$ cat config.mk
export PLATFORM = sky130hd
export DESIGN_NAME = wfg_mem_arbiter_flat
export DESIGN_NICKNAME = d
export VERILOG_FILES = /design/src/rtl/wfg_mem_arbiter_if.sv /design/src/rtl/wfg_mem_arbiter.sv /design/src/flat_wrapper.sv
export SDC_FILE = /design/constraint.sdc
export NUM_CORES = 1
export LEC_CHECK = 0
export BUFFER_PORTS_ARGS = -buffer_cell sky130_fd_sc_hd__buf_4
export CORE_ASPECT_RATIO = 1.2
export CORE_UTILIZATION = 34
export CTS_CLUSTER_DIAMETER = 100
export DETAILED_ROUTE_END_ITERATION = 8
export GPL_TIMING_DRIVEN = 0
export PLACE_DENSITY = 0.94
export REMOVE_ABC_BUFFERS = 1
export SYNTH_ARGS = -nofsm -noshare
export SYNTH_HDL_FRONTEND = slang
export SYNTH_SLANG_ARGS = --single-unit
$ cat constraint.sdc
create_clock -name wb_clk_i -period 2.6 [get_ports wb_clk_i]
set_input_delay 0.52 -clock wb_clk_i [delete_from_list [all_inputs] [get_ports wb_clk_i]]
set_output_delay 0.52 -clock wb_clk_i [all_outputs]
set_load 0.03 [all_outputs]
$ cat src/rtl/wfg_mem_arbiter_if.sv
// Requester-side bus of the waveform SRAM read arbiter.
// The arbiter uses the slave modport; the requesters use the master modport.
interface wfg_mem_arbiter_if #(
    parameter int NREQ = 2,
    parameter int AW   = 10,
    parameter int DW   = 32
);
    logic [NREQ-1:0]    req_i;
    logic [NREQ-1:0]    lock_i;
    logic [NREQ*AW-1:0] addr_i;
    logic [NREQ-1:0]    gnt_o;
    logic [NREQ-1:0]    rvalid_o;
    logic [DW-1:0]      rdata_o;

    modport master (
        output req_i, lock_i, addr_i,
        input  gnt_o, rvalid_o, rdata_o
    );

    modport slave (
        input  req_i, lock_i, addr_i,
        output gnt_o, rvalid_o, rdata_o
    );
endinterface

$ cat src/rtl/wfg_mem_arbiter.sv
// Round-robin read arbiter for the single read port of the waveform SRAM.
// The grant is combinational in the request cycle and drives the SRAM pins
// directly. A requester may hold the grant for up to MAX_BURST consecutive
// cycles using lock_i. The one-hot grant travels down a LATENCY-deep pipeline
// so that the returning data is tagged with its owner.
module wfg_mem_arbiter #(
    parameter int NREQ      = 2,
    parameter int AW        = 10,
    parameter int DW        = 32,
    parameter int LATENCY   = 1,
    parameter int MAX_BURST = 16
) (
    input  logic                wb_clk_i,
    input  logic                wb_rst_ni,
    wfg_mem_arbiter_if.slave    bus,
    output logic                csb1,
    output logic [AW-1:0]       addr1,
    input  logic [DW-1:0]       dout1
);
    localparam int IW = (NREQ > 1) ? $clog2(NREQ) : 1;
    localparam int BW = $clog2(MAX_BURST + 1);
    localparam logic [BW-1:0] BURST_MAX = BW'(MAX_BURST);
    localparam logic [BW-1:0] BURST_ONE = BW'(1);
    localparam logic [IW-1:0] LAST_RST  = IW'(NREQ - 1);

    logic                active_r;
    logic [IW-1:0]       last_r;
    logic [BW-1:0]       burst_r;
    logic                lock_r;
    logic [NREQ-1:0]     pipe_r [LATENCY];

    logic [NREQ-1:0]     gnt_s;
    logic [IW-1:0]       win_s;
    logic [IW-1:0]       idx_s;
    logic                found_s;
    logic                hold_s;
    logic [AW-1:0]       addr_s;

    // Hold off arbitration until the first clock edge after reset release.
    always_ff @(posedge wb_clk_i or negedge wb_rst_ni) begin
        if (!wb_rst_ni) begin
            active_r <= 1'b0;
        end else begin
            active_r <= 1'b1;
        end
    end

    // Pick the winner: locked owner first, otherwise round-robin after last_r.
    always_comb begin
        gnt_s   = '0;
        win_s   = last_r;
        idx_s   = last_r;
        found_s = 1'b0;
        // lock_r is only ever set when last_r was granted in the previous cycle.
        hold_s  = lock_r && bus.req_i[last_r] && (burst_r < BURST_MAX);
        if (!active_r) begin
            found_s = 1'b0;
        end else if (hold_s) begin
            found_s = 1'b1;
            win_s   = last_r;
        end else begin
            for (int i = 1; i <= NREQ; i++) begin
                if (int'(last_r) + i >= NREQ) begin
                    idx_s = IW'(int'(last_r) + i - NREQ);
                end else begin
                    idx_s = IW'(int'(last_r) + i);
                end
                if (!found_s && bus.req_i[idx_s]) begin
                    found_s = 1'b1;
                    win_s   = idx_s;
                end else begin
                    found_s = found_s;
                end
            end
        end
        if (found_s) begin
            gnt_s[win_s] = 1'b1;
        end else begin
            gnt_s = '0;
        end
    end

    // Route the granted requester's address to the SRAM; zero when idle.
    always_comb begin
        addr_s = '0;
        for (int k = 0; k < NREQ; k++) begin
            if (gnt_s[k]) begin
                addr_s = bus.addr_i[k*AW +: AW];
            end else begin
                addr_s = addr_s;
            end
        end
    end

    // Track last winner, burst length and whether the winner asked to lock.
    always_ff @(posedge wb_clk_i or negedge wb_rst_ni) begin
        if (!wb_rst_ni) begin
            last_r  <= LAST_RST;
            burst_r <= '0;
            lock_r  <= 1'b0;
        end else if (!found_s) begin
            burst_r <= '0;
            lock_r  <= 1'b0;
        end else begin
            last_r <= win_s;
            lock_r <= bus.lock_i[win_s];
            // A non-zero burst count means last_r was granted last cycle.
            if ((burst_r != '0) && (win_s == last_r) && (burst_r < BURST_MAX)) begin
                burst_r <= burst_r + BURST_ONE;
            end else begin
                burst_r <= BURST_ONE;
            end
        end
    end

    // Carry the one-hot grant alongside the SRAM read latency.
    always_ff @(posedge wb_clk_i or negedge wb_rst_ni) begin
        if (!wb_rst_ni) begin
            for (int s = 0; s < LATENCY; s++) begin
                pipe_r[s] <= '0;
            end
        end else begin
            pipe_r[0] <= gnt_s;
            for (int s = 1; s < LATENCY; s++) begin
                pipe_r[s] <= pipe_r[s-1];
            end
        end
    end

    assign bus.gnt_o    = gnt_s;
    assign bus.rvalid_o = pipe_r[LATENCY-1];
    assign bus.rdata_o  = dout1;
    assign csb1         = ~(|gnt_s);
    assign addr1        = addr_s;
endmodule

$ cat src/flat_wrapper.sv
// flat-port wrapper written by rule: the top's interface ports become plain ports
module wfg_mem_arbiter_flat 
#(
    parameter int NREQ      = 2,
    parameter int AW        = 10,
    parameter int DW        = 32,
    parameter int LATENCY   = 1,
    parameter int MAX_BURST = 16
)
  (wb_clk_i, wb_rst_ni, csb1, addr1, dout1, bus_req_i, bus_lock_i, bus_addr_i, bus_gnt_o, bus_rvalid_o, bus_rdata_o);
  wfg_mem_arbiter_if #(.NREQ(NREQ), .AW(AW), .DW(DW)) bus_i ();
  input  logic wb_clk_i;
  input  logic wb_rst_ni;
  output logic csb1;
  output logic [AW-1:0] addr1;
  input  logic [DW-1:0] dout1;
  input wire logic [$bits(bus_i.req_i)-1:0] bus_req_i;
  input wire logic [$bits(bus_i.lock_i)-1:0] bus_lock_i;
  input wire logic [$bits(bus_i.addr_i)-1:0] bus_addr_i;
  output wire logic [$bits(bus_i.gnt_o)-1:0] bus_gnt_o;
  output wire logic [$bits(bus_i.rvalid_o)-1:0] bus_rvalid_o;
  output wire logic [$bits(bus_i.rdata_o)-1:0] bus_rdata_o;
  assign bus_i.req_i = bus_req_i;
  assign bus_i.lock_i = bus_lock_i;
  assign bus_i.addr_i = bus_addr_i;
  assign bus_gnt_o = bus_i.gnt_o;
  assign bus_rvalid_o = bus_i.rvalid_o;
  assign bus_rdata_o = bus_i.rdata_o;
  wfg_mem_arbiter #(.NREQ(NREQ), .AW(AW), .DW(DW), .LATENCY(LATENCY), .MAX_BURST(MAX_BURST)) u_core (.wb_clk_i(wb_clk_i), .wb_rst_ni(wb_rst_ni), .bus(bus_i), .csb1(csb1), .addr1(addr1), .dout1(dout1));
endmodule
==> reports/qor.yml, run 1 <==
r2r-end: "u_core.lock_r"
die-area_mm2: 0.00258
status: "complete, no violations"
synthCells: 89
core_area_mm2: 0.00228
regToRegSetupSlack_ps: 1060
critPathMaxStageDelay_ps: 470
cts_sinks: 10
areaGrowthSynthToFinish_pct: 15.6
grt_pass1_vias: 593
overflow: 0
pwr-share-seq: 0.349
dpl.hpwl_um: 2380
synth_seq_cells: 10
critPathKind: "reg -> out"
pin_count: 105
timing.fmax_mhz: 400
internal_power_uw: 341
clk_latency_ps: 280
worst_slew_pin_slew_ps: 553
num_vias: 661
switching_share: 0.344
grt_max_degree: 14
tritoncts: "done"
rows: 19
die-width_um: 46.6
drt_wl_total_um: 2810
final_util: 0.411
port_buffers: 40
p_comb_frac: 0.368
detail_route.first_pass.iterations: 6
hold_class: "in -> async"
power_density_mw_per_mm2: 554
drive_gt1_frac: 0.485
clkPwrFrac: 0.283
synth-seq-area-share: 0.310
r2r_cells: 4
power_switching_uw: 178
grt_pass1_wl_um: 3690
slowest_stage: "a21oi_2"
critPathMaxFanout: 13
maxSlewViolCount: 0
synth_area_um2: 811
routabilityCongestion: 0.719
root_buffer: "clkbuf_4"
clock_path_buffers: 2
vias_per_cell: 5.08
setup_viol: 0
synth-warning-count: 0
synth_cell_types: 22
p_leak_uw: 0.000479
avgRoutedWirePerCell_um: 21.6
placed_cell_area_um2: 897
relSlewSlack: 0.632
period_needed_ps: 2500
rsz0062_at_grt: "no"
crit_chain: "and2b_1, xnor2_1, a21oi_2, a22o_1, buf_4"
cp-end-kind: "output port"
avgSynthCellArea_um2: 9.11
fin_area_um2: 937
clk_pin_slew_ps: 70
peakVddDrop_v: 0.000269
nets: 160
period_share: 0.961
drtIter0Drc: 33
cts_made_buffers: 3
cap_violations: 0
ant_nets: 0
antenna_found_initial: 0
diodes: 0
die_h_um: 55.5
initial_core_util: 0.355
r2r_start: "u_core.burst_r[4]"
cp.arrival_ps: 1980
grtUsageTotal: 0.219
cp.required_ps: 2080
hold_violations: 0
start_kind: "register"
htree_levels: 1
worst_clock_skew_ps: 1.98
drc: 0
worst max-delay path: cells and delay by family (launching register included):
kind	cells	cell delay (ps)
buffers and inverters	1	170
flip-flops	1	390
AO/OA/AOI/OAI	2	740
XOR/XNOR	1	170
AND/OR/NAND/NOR	1	230
cells by family (layout without fill, tap and decap cells):
logic type,Yosys count,count (layout),share of synthesized area
other,1,1,0.00463
buffers and inverters,39,49,0.335
AOI/OAI and AO/OA,19,19,0.179
DFF,10,10,0.310
xor gates and xnor gates,3,3,0.0324
and+or+nand+nor,15,15,0.108
adders and majority gates,2,2,0.0309
cell type report:
cell class | count | area, um^2
inverter | 5 | 18.8
fill | 231 | 1350
sequential | 10 | 251
multi-input combinational | 40 | 292
clock buffer | 4 | 36.3
tap | 31 | 38.8
timing repair buffer | 40 | 300
power by group through the flow:
stage,combinational (uW),clock [uW],sequential [uW]
after floorplan,102,0,187
after global placement,182,0,182
after detailed placement,188,0,184
after CTS,191,150,181
after global routing,203,157,183
final,191,147,181
routing by layer:
layer	GRT usage	part of all wire	up-vias
li1	-	-	292
met1	0.286	0.37	320
met2	0.238	0.41	42
met3	0.203	0.20	7
met4	0.101	0.017	0
met5	0.0250	0	-
state kept, by name, indices dropped and copies added, names as in the netlist:
signal               flops
u_core.last_r            1
u_core.lock_r            1
u_core.active_r          1
u_core.burst_r           5
u_core.bus.rvalid_o      2
cells in the final DEF, fill, tap and decap left out, types with 2 or more instances in the layout:
cell type	n
dfrtp_1	9
nor3_1	2
inv_1	5
clkbuf_4	3
nand3_1	3
nor2_1	4
buf_4	40
ha_1	2
o21ai_0	2
xnor2_1	2
and2b_1	2
a21oi_1	3
a22o_1	11
cell usage after synthesis:
cell type,count,area share
nor3b_1,1,0.0093
dfrtp_1,9,0.28
and2b_1,2,0.019
ha_1,2,0.031
nor3_1,2,0.012
nor2_1,4,0.019
xor2_1,1,0.011
conb_1,1,0.0046
a22o_1,11,0.12
or4_4,1,0.014
nand3_1,3,0.019
xnor2_1,2,0.022
o211a_1,1,0.012
buf_4,33,0.31
o21ai_0,2,0.012
nand2_1,1,0.0046
buf_2,1,0.0062
and4b_1,1,0.012
a21oi_1,4,0.025
inv_1,5,0.023
a311oi_1,1,0.011
dfstp_2,1,0.032
how the worst max path moves through the flow:
| stage | from | endpoint | slack, ps | depth (start not counted) |
|---|---|---|---|---|
| after floorplan | u_core.last_r | addr1[0] | -30 | 4 |
| after global placement | u_core.last_r | addr1[0] | 220 | 5 |
| after detailed placement | u_core.burst_r[4] | addr1[0] | 140 | 5 |
| after CTS | u_core.last_r | addr1[0] | 110 | 5 |
| after global routing | u_core.burst_r[4] | addr1[0] | 3 | 5 |
| final | u_core.burst_r[4] | addr1[0] | 100 | 5 |
through the flow:
| stage | total power, uW | hold WS (ps) | setup slack [ps] | instances | setup TNS (ps) |
|---|---|---|---|---|---|
| after floorplan | 289 | 224 | -28.8 | 55 | -288 |
| after global placement | 364 | 349 | 220 | 126 | 0 |
| after detailed placement | 372 | 354 | 141 | 126 | 0 |
| after CTS | 521 | 51.3 | 109 | 130 | 0 |
| after global routing | 542 | 51.7 | 2.62 | 130 | 0 |
| final | 519 | 51.3 | 103 | 130 | 0 |
repair_timing:
action	in CTS	in global routing
buffers inserted	0	0
resized for setup	1	1
pin swaps	0	0
hold buffers	0	0
setup endpoints to repair	11	2
No activity file was read; power rests on OpenSTA's default activity.
==> run 2, diff against run 1 <==
- GPL_TIMING_DRIVEN: 0 -> default
==> run 2 against run 1 <==
Effect of this change: global-route usage increased by 1.5 points; via count rose by 2.9%; count of clock-buffer cells in the layout unchanged; register-to-register slack improved by 50 ps; critical endpoint is now addr1[2]; largest power group unchanged.
==> reports/qor.yml, run 2 (synthesis gave the netlist of run 1 again) <==
peakVddDrop_v: 0.000305
grt_pass1_vias: 693
grt_max_degree: 14
r2r_cells: 4
final_util: 0.412
worst_clock_skew_ps: 2.19
rsz0062_at_grt: "no"
p_comb_frac: 0.376
grtUsageTotal: 0.234
status: "complete, no violations"
period_share: 0.925
placed_cell_area_um2: 905
vias_per_cell: 5.19
post_cts_buffers: 0
root_buffer: "clkbuf_4"
initial_core_util: 0.355
internal_power_uw: 342
power_density_mw_per_mm2: 544
clock_path_buffers: 2
areaGrowthSynthToFinish_pct: 16.0
drc: 0
rows: 19
core_area_mm2: 0.00228
die-width_um: 46.6
max_flop_register: "u_core.burst_r"
critPathKind: "reg -> out"
cp.arrival_ps: 1880
antenna_found_initial: 0
fill_cells: 237
largest_reg_flops: 5
power_switching_uw: 170
fin_area_um2: 941
use_met3: 0.209
clk_pin_slew_ps: 70
cp-end-kind: "output port"
multi_input_area_um2: 288
gr-usage-met1: 0.270
start_kind: "register"
num_vias: 680
diodes: 0
die_h_um: 55.5
pwr-share-seq: 0.357
cts_resized: 0
grt_pass1_wl_um: 4060
clk_latency_ps: 260
timing.fmax_mhz: 416
final_cell_mix: "buf_4 (41), a22o_1 (11), dfrtp_1 (9)"
p_leak_uw: 0.000492
pin_count: 105
tritoncts: "done"
switching_share: 0.332
port_buffers: 40
critPathMaxFanout: 13
regArea_um2: 251
ant_nets: 0
cts_made_buffers: 3
nets: 161
drtIter0Drc: 13
cts_sinks: 10
avgRoutedWirePerCell_um: 22.5
cts_hold_buf: 0
drive_gt1_frac: 0.470
setup_viol: 0
routabilityCongestion: 0.777
clkPwrFrac: 0.267
period_needed_ps: 2400
drt_wl_total_um: 2950
detail_route.first_pass.iterations: 6
overflow: 0
die-area_mm2: 0.00258
grt_use_met2: 0.317
r2r_start: "u_core.last_r"
cp.required_ps: 2080
busiest_layer: "met2"
hold_violations: 0
regToRegSetupSlack_ps: 1110
maxSlewViolCount: 0
cap_violations: 0
r2r-end: "u_core.lock_r"
final_common_cell: "buf_4"
dpl.hpwl_um: 2550
htree_levels: 1
hold_class: "in -> async"
-- run 2: cell type report --
cell class	count	area share
repair buffers	41	0.327
clock buffers	4	0.0386
well taps	31	0.0412
flip-flops and latches	10	0.267
inverters	5	0.0199
multi-input cells	40	0.306
-- run 2: how the worst max path moves through the flow --
stage / slack [ps] / start / depth (start not counted) / end
final: 200 / u_core.last_r / 5 / addr1[2]
after global routing: 70 / u_core.last_r / 5 / addr1[2]
after CTS: 190 / u_core.last_r / 5 / addr1[2]
after detailed placement: 470 / u_core.last_r / 5 / addr1[2]
after global placement: 570 / u_core.last_r / 5 / addr1[3]
after floorplan: -30 / u_core.last_r / 4 / addr1[0]
-- run 2: layer usage --
| metal | vias to the layer above | wire (um) |
|---|---|---|
| met4 | 0 | 35 |
| li1 | 296 | - |
| met3 | 4 | 557 |
| met1 | 337 | 1050 |
| met5 | - | 0 |
| met2 | 43 | 1310 |
-- run 2: power groups by stage --
stage	Combinational [uW]	Clock, uW	Sequential, uW
after global routing	204	151	184
final	192	137	182
after CTS	192	142	182
after floorplan	102	0	187
after global placement	184	0	182
after detailed placement	192	0	185
-- run 2: per-stage QoR --
| step | instances | hold WS, ps | setup slack [ps] | setup TNS (ps) | power (uW) |
|---|---|---|---|---|---|
| floorplan | 55 | 224 | -28.8 | -288 | 289 |
| global placement | 127 | 348 | 573 | 0 | 366 |
| detailed placement | 127 | 353 | 474 | 0 | 377 |
| CTS | 131 | 70.3 | 186 | 0 | 516 |
| global route | 131 | 68.1 | 67.1 | 0 | 540 |
| finish | 131 | 74.2 | 195 | 0 | 511 |
-- run 2: worst max-delay path, stage by stage, from the launching register on --
cell     delay [ps]
dfstp_2         570
inv_1            80
xnor2_1         200
o211a_1         400
a22o_1          210
buf_4           170
==> run 3, diff against run 2 <==
- clock period: 2.6 -> 3 ns (I/O delays scaled with it)
==> run 3 against run 2 <==
Effect of this change: count of clock-buffer cells in the layout stayed put; sequential share of layout area unchanged; cell area stayed put; power down 13%.
==> reports/qor.yml, run 3 (synthesis gave the netlist of run 1 again) <==
setup_viol: 0
switching_share: 0.338
cp.arrival_ps: 1920
root_buffer: "clkbuf_4"
final_common_cell: "buf_4"
finalSetupTns_ps: 0
largest_reg_flops: 5
antenna_found_initial: 0
grt_pass1_wl_um: 3810
cts_made_buffers: 3
drt_wl_total_um: 2760
rows: 19
grt_max_degree: 14
cts_sinks: 10
final_cell_mix: "buf_4 (41), a22o_1 (11), dfrtp_1 (9)"
vias_per_cell: 4.89
stdcell_count: 131
cp-end-kind: "output port"
clk_latency_ps: 270
clkPwrFrac: 0.278
cp.required_ps: 2400
internal_power_uw: 296
period_needed_ps: 2520
hold_violations: 0
die_h_um: 55.5
initial_core_util: 0.355
critPathKind: "reg -> out"
p_leak_uw: 0.000492
die-area_mm2: 0.00258
power_switching_uw: 151
ant_nets: 0
routabilityCongestion: 0.719
areaGrowthSynthToFinish_pct: 16.0
dp.cells: 127
core_area_mm2: 0.00228
power_density_mw_per_mm2: 475
grt_pass1_vias: 632
die-width_um: 46.6
pwr-share-seq: 0.350
rsz0062_at_grt: "no"
overflow: 0
drive_gt1_frac: 0.470
timing.fmax_mhz: 396
p_comb_frac: 0.372
pin_count: 105
drc: 0
critPathMaxFanout: 13
htree_levels: 1
final_util: 0.412
grtUsageTotal: 0.220
port_buffers: 40
start_kind: "register"
cap_violations: 0
maxSlewViolCount: 0
worst_clock_skew_ps: 7.76
hold_class: "in -> async"
clk_pin_slew_ps: 70
status: "complete, no violations"
avgRoutedWirePerCell_um: 21.1
clock_path_buffers: 2
max_flop_register: "u_core.burst_r"
cts_resized: 0
peakVddDrop_v: 0.000199
post_cts_buffers: 0
period_share: 0.841
cts_hold_buf: 0
diodes: 0
detail_route.first_pass.iterations: 4
tritoncts: "done"
num_vias: 640
nets: 161
drtIter0Drc: 18
[run 3: cell counts in the layout (fill, tap and decap cells not counted)]
No cell type changed its count.
[run 3: through the flow]
stage                     setup WS, ps  area, um^2  total power, uW  hold slack [ps]
after floorplan                    291         558              250              304
after global placement             887         905              318              428
after detailed placement           817         905              324              432
after CTS                          512         941              447              141
after global routing               356         941              465              145
final                              477         941              447              134
[run 3: power groups by stage]
stage / logic (uW) / clock network [uW] / registers [uW]
2_1_floorplan: 88.0 / 0 / 162
3_3_place_gp: 160 / 0 / 158
3_5_place_dp: 165 / 0 / 159
4_1_cts: 166 / 125 / 156
5_1_grt: 178 / 130 / 158
6_report: 166 / 124 / 157
[run 3: path summary, 6_finish.rpt]
check	from	endpoint	slack, ps	cells after the start
max	u_core.last_r	addr1[3]	480	5
min	wb_rst_ni	u_core.burst_r[4]	130	1
max reg2reg	u_core.last_r	u_core.lock_r	1470	4
min reg2reg	u_core.burst_r[0]	u_core.burst_r[0]	510	1
max in group asynchronous	wb_rst_ni	u_core.last_r	2650	1
min in group wb_clk_i	u_core.burst_r[0]	u_core.burst_r[0]	510	1
[run 3: routing by layer]
metal,track usage,share of wire
met2,0.256,0.40
met1,0.284,0.38
met4,0.0630,0.0076
met3,0.206,0.20
met5,0.0250,0
[run 3: worst max-delay path, stage by stage (launching register included)]
cell     delay (ps)
dfstp_2         560
inv_1            70
xnor2_1         210
o211a_1         410
a22o_1          220
buf_4           170
[run 3: final cells by class]
class                           count  area, um^2
Sequential cell                    10         251
Inverter                            5        18.8
Multi-Input combinational cell     40         288
Fill cell                         240        1340
Timing Repair Buffer               41         308
Tap cell                           31        38.8
Clock buffer                        4        36.3
